===== src/rtl/octal_request_encoder.sv =====
// Round-robin encoder: collects 8 event lines into a pending set and streams
// one 3-bit code per transfer over a valid/ready handshake.
module octal_request_encoder (
  input  logic       clk,
  input  logic       rst_n,
  input  logic [7:0] req,
  input  logic       ready,
  output logic [2:0] code,
  output logic       valid,
  output logic [7:0] pending,
  output logic [3:0] pend_cnt,
  output logic       busy,
  output logic       drop
);

  logic [7:0] pending_q, pending_d;
  logic [2:0] code_q, code_d;
  logic [2:0] ptr_q, ptr_d;
  logic       valid_q, valid_d;
  logic       drop_q, drop_d;

  logic       slot_free_s;
  logic       grant_s;
  logic       found_s;
  logic [2:0] grant_idx_s;
  logic [7:0] clr_s;
  logic [3:0] cnt_s;

  // First pending bit at or above ptr, wrapping 7->0
  always_comb begin
    found_s     = 1'b0;
    grant_idx_s = 3'd0;
    for (int i = 0; i < 8; i++) begin
      logic [2:0] probe;
      probe = ptr_q + 3'(i);
      if (!found_s && pending_q[probe]) begin
        found_s     = 1'b1;
        grant_idx_s = probe;
      end else begin
        found_s     = found_s;
      end
    end
  end

  always_comb begin
    slot_free_s = !valid_q || ready;
    grant_s     = slot_free_s && found_s;
    if (grant_s) begin
      clr_s = 8'd1 << grant_idx_s;
    end else begin
      clr_s = 8'd0;
    end

    // A new request on the granted bit re-arms it rather than counting as a drop
    pending_d = (pending_q & ~clr_s) | req;
    drop_d    = |(req & pending_q & ~clr_s);

    if (grant_s) begin
      code_d  = grant_idx_s;
      valid_d = 1'b1;
      ptr_d   = grant_idx_s + 3'd1;
    end else if (slot_free_s) begin
      code_d  = code_q;
      valid_d = 1'b0;
      ptr_d   = ptr_q;
    end else begin
      code_d  = code_q;
      valid_d = valid_q;
      ptr_d   = ptr_q;
    end
  end

  always_ff @(posedge clk) begin
    if (!rst_n) begin
      pending_q <= 8'h00;
      code_q    <= 3'd0;
      ptr_q     <= 3'd0;
      valid_q   <= 1'b0;
      drop_q    <= 1'b0;
    end else begin
      pending_q <= pending_d;
      code_q    <= code_d;
      ptr_q     <= ptr_d;
      valid_q   <= valid_d;
      drop_q    <= drop_d;
    end
  end

  always_comb begin
    cnt_s = 4'd0;
    for (int i = 0; i < 8; i++) begin
      cnt_s = cnt_s + {3'b000, pending_q[i]};
    end
  end

  assign code     = code_q;
  assign valid    = valid_q;
  assign pending  = pending_q;
  assign pend_cnt = cnt_s;
  assign busy     = valid_q || (pending_q != 8'h00);
  assign drop     = drop_q;

endmodule


===== config.mk =====
export PLATFORM = sky130hd
export DESIGN_NAME = octal_request_encoder
export DESIGN_NICKNAME = d
export VERILOG_FILES = /design/src/rtl/octal_request_encoder.sv
export SDC_FILE = /design/constraint.sdc
export NUM_CORES = 1
export LEC_CHECK = 0
export CORE_AREA = 2 2 54 76
export CTS_CLUSTER_DIAMETER = 120
export DETAILED_ROUTE_END_ITERATION = 8
export DIE_AREA = 0 0 56 78
export GPL_TIMING_DRIVEN = 0
export PLACE_DENSITY_LB_ADDON = 0.08
export SYNTH_ARGS = -nofsm -noshare
export SYNTH_HDL_FRONTEND = slang
export SYNTH_SLANG_ARGS = --single-unit

===== constraint.sdc =====
create_clock -name clk -period 4.5 [get_ports clk]
set_clock_uncertainty 0.2 [all_clocks]
set_input_delay 0.9 -clock clk [delete_from_list [all_inputs] [get_ports clk]]
set_output_delay 0.9 -clock clk [all_outputs]
set_load 0.02 [all_outputs]

==> out/metrics.cfg <==
[run_status]
status = finished, final reports clean

[worst_setup_path]
end_kind = output pin
path_max_fanout = 11
path_class = flop to output pin
arrival_ns = 3.25
startpoint_type = flop
cp.required_ns = 3.40

[layout]
final_core_util = 0.689
layout.nets = 290
final_cell_area_um2 = 2510
n_antenna_cell = 0
area_growth_pct = 27.4
layout_common_cells = clkdlybuf4s50_1, inv_1, nor2_1, nand2_1, dfxtp_1
final_common_cell = clkdlybuf4s50_1
layout-drive-gt1-share = 0.236

[timing]
final-max-slew-violation-count = 0
period_needed_ns = 4.35
holdWs_ns = 0.272
setup_violations = 0
max_freq_mhz = 230
fin_crit_sh = 0.967
hold_violations = 0
slew_headroom = 0.586
fin_ws_ns = 0.147
tightest_slew_ns = 0.615

[cts]
clockBufferDepth = 2
cts_tree = yes
clk_pin_slew_worst_paths_ns = 0.07
h-tree-depth = 1
clk_latency_ns = 0.25
cts_inserted_buffers = 3
clock_sinks = 16
root_buffer = clkbuf_8

[place]
hpwl_um = 4120
place_area_um2 = 2290
gp_congestion = 1.00
dp_slack_ns = -0.148
io_buffers = 27

[detailed_routing]
avgRoutedWirePerCell_um = 18.3
wl_um = 5590
vias = 1955
drtIter0Drc = 113
postRouteAntennaNets = 0
avgViaCountPerCell = 6.41
drc = 0
drt_pass1_iterations = 6

[power_and_ir_drop]
switching_share = 0.502
pwr-share-comb = 0.844
ir_drop_uv = 650
clkPwrFrac = 0.059
intPower_w = 0.00109
p_total_w = 0.00219
leakagePower_nw = 1.02
power_density_nw_per_um2 = 873
p_sw_w = 0.00110
seqPwrFrac = 0.097

[floorplan]
start_util = 0.541
core.rowCount = 26
die-width_um = 56
ios = 29
die_h_um = 78
dieArea_um2 = 4370
fp.coreArea_um2 = 3640

[yosys]
netlist_area_um2 = 1970
synth_edf_count = 0
ys_ff_latch = 16
avgSynthCellArea_um2 = 8.92
async_reset_ff_frac = 0
synth.distinct_cells = 58
netlist_instances = 221
ys_warn_count = 0
seq_area_frac_synth = 0.163
synth_flop_cell = dfxtp_1
mappedNetlistNets = 247

[global_routing]
grt_first_pass_wirelength_um = 9350
busiest_layer = met2
use_met3 = 0.0217
grt_max_degree = 12
grt.met1_usage = 0.333
grt_antenna_before_repair = 0
grt.met2_usage = 0.465
gr-total-overflow = 0
grt_use_total = 0.266
grt_pass1_vias = 1881

[hold_path]
hp-class = flop to flop

[flow_run]
cap_violations = 0

[final cells by class]
class	instances	area, µm²
buffer	15	118
clock buffer	4	55.1
fill	297	1130
inverter	22	86.3
multi-input combinational	168	1530
sequential	16	323
tap	42	52.6
timing repair buffer	38	350
[through the flow]
stage	std cells	setup TNS [ns]
after floorplan	221	0
after global placement	290	-0.120
after detailed placement	290	-0.210
after CTS	294	0
after global routing	305	-0.0281
final	305	0
[critical path: stages, from the launching register on]
cell	delay, ns
dfxtp_2	0.39
fa_1	0.54
inv_1	0.05
fa_1	0.45
fa_1	0.49
inv_1	0.05
ha_1	0.20
fa_1	0.37
xor2_1	0.13
dlygate4sd2_1	0.34
[power groups by stage]
stage	clock (W)	sequential, W	combinational, W
floorplan	0	0.000238	0.00120
global placement	0	0.000214	0.00160
detailed placement	0	0.000215	0.00162
CTS	0.000129	0.000213	0.00165
global route	0.000140	0.000219	0.00204
finish	0.000129	0.000214	0.00185
[state kept, by name (all words and copies together), names as in the netlist]
name	count
valid	1
ptr_q	3
pending	8
drop	1
code	3
[synthesized netlist by cell type (3+ instances only)]
cell / count / share of area
a21oi_1: 12 / 0.030
a21oi_2: 3 / 0.013
a221oi_1: 3 / 0.013
a22oi_1: 6 / 0.023
a31oi_1: 7 / 0.022
buf_2: 7 / 0.018
buf_4: 4 / 0.015
dfxtp_1: 16 / 0.16
fa_1: 4 / 0.041
ha_1: 11 / 0.070
inv_1: 20 / 0.038
mux2_2: 4 / 0.023
mux2i_1: 9 / 0.046
mux4_2: 11 / 0.13
nand2_1: 16 / 0.030
nor2_1: 19 / 0.036
nor2b_1: 3 / 0.0095
nor3_1: 7 / 0.018
o21a_1: 5 / 0.019
o21ai_1: 4 / 0.010
o31ai_1: 4 / 0.015
xor2_1: 3 / 0.013
[layer usage]
metal | up-vias | wire length (µm)
li1 | 909 | -
met1 | 911 | 2170
met2 | 107 | 2930
met3 | 28 | 294
met4 | 0 | 197
met5 | - | 0
[repair_timing]
| item | 4_1_cts | 5_1_grt |
|---|---|---|
| pin swaps | 2 | 2 |
| hold buffers | 0 | 0 |
| setup buffers | 0 | 11 |
| endpoints found under the hold margin | 0 | 0 |
| gates resized for setup | 6 | 13 |
| endpoints found under the setup margin | 5 | 8 |
[final timing paths]
| check | from | endpoint | slack (ns) | depth (start not counted) |
|---|---|---|---|---|
| setup reg to reg | ptr_q[1]$_SDFFE_PN0N_ | drop$_SDFF_PN0_ | 0.16 | 14 |
| hold / removal | code[0]$_SDFFE_PN0N_ | code[0]$_SDFFE_PN0N_ | 0.27 | 2 |
| setup / recovery | pending[0]$_SDFF_PN0_ | pend_cnt[2] | 0.15 | 9 |
| hold reg to reg | code[0]$_SDFFE_PN0N_ | code[0]$_SDFFE_PN0N_ | 0.27 | 2 |
[kinds of logic after synthesis]
logic type | share of synthesized area
simple gates | 0.144
flops | 0.163
compound gates | 0.234
fa+ha+maj | 0.110
buf+inv | 0.0902
mux | 0.225
xor+xnor | 0.0343
Note: power is estimated with default switching activity, not from simulation.
